## config.mk

```make
export PLATFORM = sky130hd
export DESIGN_NAME = byte_serial_adder
export DESIGN_NICKNAME = d
export VERILOG_FILES = /design/src/rtl/byte_serial_adder_pkg.sv /design/src/rtl/carry_select_adder8.sv /design/src/rtl/byte_serial_adder.sv
export SDC_FILE = /design/constraint.sdc
export NUM_CORES = 1
export LEC_CHECK = 0
export ABC_AREA = 1
export CORE_MARGIN = 2
export CORE_UTILIZATION = 54
export CTS_CLUSTER_DIAMETER = 200
export DETAILED_ROUTE_END_ITERATION = 6
export PLACE_DENSITY = 0.83
export SYNTH_ARGS = -nofsm -noshare
export SYNTH_HDL_FRONTEND = slang
export SYNTH_SLANG_ARGS = --single-unit
```

## constraint.sdc

```tcl
create_clock -name clk -period 6.85 [get_ports clk]
set_input_delay 1.37 -clock clk [delete_from_list [all_inputs] [get_ports clk]]
set_output_delay 1.37 -clock clk [all_outputs]
set_load 0.02 [all_outputs]
```

## src/rtl/byte_serial_adder_pkg.sv

```systemverilog
// Shared types and constants for the byte-serial adder.
package byte_serial_adder_pkg;

    localparam int unsigned BYTE_W = 8;

    typedef enum logic [1:0] {
        IDLE,
        ADD,
        DONE
    } bsa_state_t;

endpackage

```

## src/rtl/carry_select_adder8.sv

```systemverilog
// Combinational 8-bit carry-select adder: ripple low nibble, pre-computed high nibble for both carries.
module carry_select_adder8 (
    input  logic [7:0] a,
    input  logic [7:0] b,
    input  logic       cin,
    output logic [7:0] sum,
    output logic       cout
);

    logic [4:0] lo;
    logic [4:0] hi0;
    logic [4:0] hi1;

    always_comb begin
        lo  = {1'b0, a[3:0]} + {1'b0, b[3:0]} + {4'b0000, cin};
        hi0 = {1'b0, a[7:4]} + {1'b0, b[7:4]};
        hi1 = {1'b0, a[7:4]} + {1'b0, b[7:4]} + 5'd1;
        sum[3:0]         = lo[3:0];
        {cout, sum[7:4]} = lo[4] ? hi1 : hi0;
    end

endmodule

```

## src/rtl/byte_serial_adder.sv

```systemverilog
// WIDTH-bit adder computed one byte per cycle through a single 8-bit slice.
// Define BYTE_SERIAL_ADDER_OVF_EN to add the registered signed-overflow output ovf.
module byte_serial_adder
    import byte_serial_adder_pkg::*;
#(
    parameter int unsigned WIDTH = 32
) (
    input  logic             clk,
    input  logic             rst,
    input  logic             in_valid,
    output logic             in_ready,
    input  logic [WIDTH-1:0] a,
    input  logic [WIDTH-1:0] b,
    input  logic             cin,
    output logic             out_valid,
    input  logic             out_ready,
    output logic [WIDTH-1:0] sum,
    output logic             cout
`ifdef BYTE_SERIAL_ADDER_OVF_EN
    ,
    output logic             ovf
`endif
);

    localparam int unsigned BEATS = WIDTH / BYTE_W;
    localparam int unsigned BW    = $clog2(BEATS);
    localparam logic [BW-1:0] LAST = BW'(BEATS - 1);

    bsa_state_t       state;
    bsa_state_t       state_nx;
    logic [WIDTH-1:0] opa;
    logic [WIDTH-1:0] opb;
    logic             carry_q;
    logic [BW-1:0]    beat;
    logic [BW+2:0]    lsb;
    logic [7:0]       lane_a;
    logic [7:0]       lane_b;
    logic [7:0]       lane_sum;
    logic             lane_cout;
    logic             last_beat;

    always_comb begin
        in_ready  = (state == IDLE) && !rst;
        lsb       = {beat, 3'b000};
        lane_a    = opa[lsb +: BYTE_W];
        lane_b    = opb[lsb +: BYTE_W];
        last_beat = (beat == LAST);
    end

    carry_select_adder8 u_slice (
        .a    (lane_a),
        .b    (lane_b),
        .cin  (carry_q),
        .cout (lane_cout),
        .sum  (lane_sum)
    );

    always_ff @(posedge clk or posedge rst) begin
        if (rst) begin
            state <= IDLE;
        end else begin
            state <= state_nx;
        end
    end

    always_comb begin
        state_nx = state;
        case (state)
            IDLE:    if (in_valid && in_ready) state_nx = ADD;
            ADD:     if (last_beat) state_nx = DONE;
            DONE:    if (out_ready) state_nx = IDLE;
            default: state_nx = IDLE;
        endcase
    end

    always_ff @(posedge clk or posedge rst) begin
        if (rst) begin
            opa       <= '0;
            opb       <= '0;
            carry_q   <= 1'b0;
            beat      <= '0;
            sum       <= '0;
            cout      <= 1'b0;
            out_valid <= 1'b0;
`ifdef BYTE_SERIAL_ADDER_OVF_EN
            ovf       <= 1'b0;
`endif
        end else begin
            case (state)
                IDLE: begin
                    if (in_valid && in_ready) begin
                        opa     <= a;
                        opb     <= b;
                        carry_q <= cin;
                        beat    <= '0;
                    end
                end
                ADD: begin
                    sum[lsb +: BYTE_W] <= lane_sum;
                    carry_q            <= lane_cout;
                    if (last_beat) begin
                        cout      <= lane_cout;
                        out_valid <= 1'b1;
`ifdef BYTE_SERIAL_ADDER_OVF_EN
                        // Carry into the MSB recovered from the MSB sum bit being written this beat.
                        ovf       <= lane_sum[7] ^ opa[WIDTH-1] ^ opb[WIDTH-1] ^ lane_cout;
`endif
                    end else begin
                        beat <= beat + 1'b1;
                    end
                end
                DONE: begin
                    if (out_ready) out_valid <= 1'b0;
                end
                default: ;
            endcase
        end
    end

endmodule

```

==> flow_summary.yaml <==
run_status:
  outcome: "complete, no violations"
critical_path:
  crit_chain: "clkdlybuf4s50_1, nor3_4, clkdlybuf4s50_1"
  crit_slowest_cell: "clkdlybuf4s50_1"
  cp-end-kind: "primary output"
  cp_common_cell: "clkdlybuf4s50_1"
  critPathMaxStageDelay_ns: 0.63
  r2r_setup_slack_ns: 3.31
  cp.arrival_ns: 2.68
  startpoint_type: "input pin"
  required_ns: 5.48
  critPathMaxFanout: 2
  worstSetupPathType: "in -> out"
floorplan:
  coreArea_um2: 8760
  num_rows: 34
  die_w_um: 99.2
  die_area_um2: 9850
  dieHeight_um: 99.2
  io_pins: 104
  initial_core_util_pct: 55.9
yosys:
  ys_top_cells_by_area: "dfrtp_1, mux2_2, o21ai_0"
  synth-async-reset-ratio_pct: 100
  synth_fp_nets: 556
  netlist.top_cell.by_area: "dfrtp_1"
  synth_area_um2: 4900
  ys_seq_area_share_pct: 52.6
  synth_flop_cell: "dfrtp_1"
  avgSynthCellArea_um2: 10.4
  yosysMostFrequentCell: "dfrtp_1"
  yosysTopAreaCellShare_pct: 52.6
  synth_edf_count: 0
  syn_inst: 470
  ys_ff_latch: 103
  netlist_top_cells_count: "dfrtp_1, nand2_1, mux2_2"
  yosys_warnings: 0
  ys_types: 33
sta:
  setup_tns_ns: 0
  period_share_pct: 59.1
  setup_viol_count_final: 0
  period_needed_ns: 4.05
  max_slew.worst_pin.slew_ns: 0.879
  rsz0062_at_grt: "no"
  final_max_slew_viol_count: 0
  timing.slew.headroom_pct: 41.4
  finalHoldViolations: 0
  fmax_mhz: 247
  finalClockSkew_ns: 0.0108
  fin_ws_ns: 2.80
pwr:
  p_leak_nw: 2.79
  pwr_density_cell_nw_per_um2: 520
  power.total_w: 0.00321
  vdd_drop_max_uv: 260
clock_tree:
  clk_latency_ns: 0.37
  htreeDepth: 3
  cts.clk_slew.worst_paths_ns: 0.09
  clk_path_buf_depth: 2
  post_cts_buffers: 0
  cts_buffers: 9
  post_cts_resized: 0
  clock-sinks: 103
  cts_tree: "yes"
  ctsHoldBuffers: 0
  cts_root_buf: "clkbuf_8"
route:
  avgViaCountPerCell: 5.60
  firstDrtPassIters: 6
  wl_um: 11400
  drt.antenna.violating_nets: 0
  drtIter0Drc: 241
  drc: 0
  wl_per_cell_um: 16.7
  num_vias: 3811
layout:
  nFillCells: 673
  fin_nets: 654
  ff_latch_area_um2: 2580
  drive_above_1_share_pct: 16.1
  syn_to_final_growth_pct: 26.3
  multi_input_area_um2: 2090
  antenna_cells: 0
  post-route-cell-area_um2: 6180
placement:
  placed_area_um2: 5990
  io_buffers: 103
  dp_hpwl_um: 8240
  dp_slack_ns: 2.80
  gp_congestion: 0.898
global_routing:
  grt_pass1_vias: 3856
  grt_max_degree: 70
  grt_pass1_wl_um: 18800
  antenna_found_initial: 0
  grt-ovfl-total: 0
  track_usage_pct: 23.9
flow_run:
  maxCapViolations: 0
worst_hold_path:
  worstHoldPathType: "reg -> reg"
[sequential cells by signal, indices dropped and copies added (netlist names)]
name,count
beat,2
cout,1
state,2
sum,32
carry_q,1
opb,32
opa,32
out_valid,1
[logic make-up (layout without fill, tap and decap cells)]
kind of cell               count (synthesis)  count (layout)  synth area share, %
xor gates and xnor gates                   2               2                0.358
muxes                                     62              62                 14.6
AOI/OAI and AO/OA                         92              92                 10.6
buffers and inverters                     56             159                 4.78
DFF                                      103             103                 52.6
adders and majority gates                 17              17                 4.80
and+or+nand+nor                          138             138                 12.3
[worst max-delay path: cells and delay by family]
family,cells,cell delay [ns]
buffers and inverters,2,1.13
and+or+nand+nor,1,0.18
[placed cells by master, fill, tap and decap left out, types with 2 or more instances in the layout]
| cell | count |
|---|---|
| inv_1 | 33 |
| clkinvlp_4 | 2 |
| o22ai_1 | 12 |
| clkbuf_1 | 2 |
| clkbuf_8 | 9 |
| a22o_1 | 3 |
| nand3_1 | 20 |
| nor2_1 | 39 |
| clkdlybuf4s50_1 | 103 |
| mux2_2 | 58 |
| fa_1 | 3 |
| ha_1 | 14 |
| buf_4 | 3 |
| a21oi_1 | 11 |
| a32oi_1 | 4 |
| o31ai_1 | 2 |
| dfrtp_1 | 103 |
| nand2_2 | 2 |
| inv_2 | 3 |
| mux2_4 | 4 |
| xnor2_1 | 2 |
| nor3_4 | 2 |
| nand2_1 | 69 |
| o21ai_0 | 57 |
[routing by layer]
layer | track usage (%) | vias up | share of wire, %
met5 | 0 | - | 0
met4 | 7.27 | 0 | 1.7
met3 | 4.29 | 20 | 5.2
met2 | 41.3 | 131 | 50
met1 | 31.1 | 1873 | 43
li1 | - | 1787 | -
[power by group]
part	total [W]	switching, W	leakage, nW	internal, W
Sequential	0.00104	0.000158	1.28	0.000878
Combinational	0.00180	0.00106	1.42	0.000734
Clock	0.000380	0.000210	0.0895	0.000169
[path summary, 6_finish.rpt]
kind / endpoint / depth (start not counted) / startpoint
setup reg to reg: sum[29] / 14 / beat[1]
max in group asynchronous: opb[29] / 3 / rst
hold reg to reg: out_valid / 2 / out_valid
min in group asynchronous: opb[5] / 2 / rst
hold / removal: out_valid / 2 / out_valid
setup / recovery: in_ready / 3 / rst
[layout make-up]
type	count	area share, %
inverters	37	2.29
repair buffers	106	17.0
clock inverters	5	0.951
well taps	108	2.19
flip-flops and latches	103	41.7
clock buffers	11	2.12
multi-input cells	311	33.7
[per-stage QoR]
stage | hold slack [ns] | utilization [%] | std cells
3_3_place_gp | 0.464 | 68.4 | 665
2_1_floorplan | 0.474 | - | 470
4_1_cts | 0.488 | 70.6 | 681
5_1_grt | 0.500 | 70.6 | 681
3_5_place_dp | 0.465 | 68.4 | 665
6_report | 0.487 | 70.6 | 681
(Power assumes the default switching activity.)
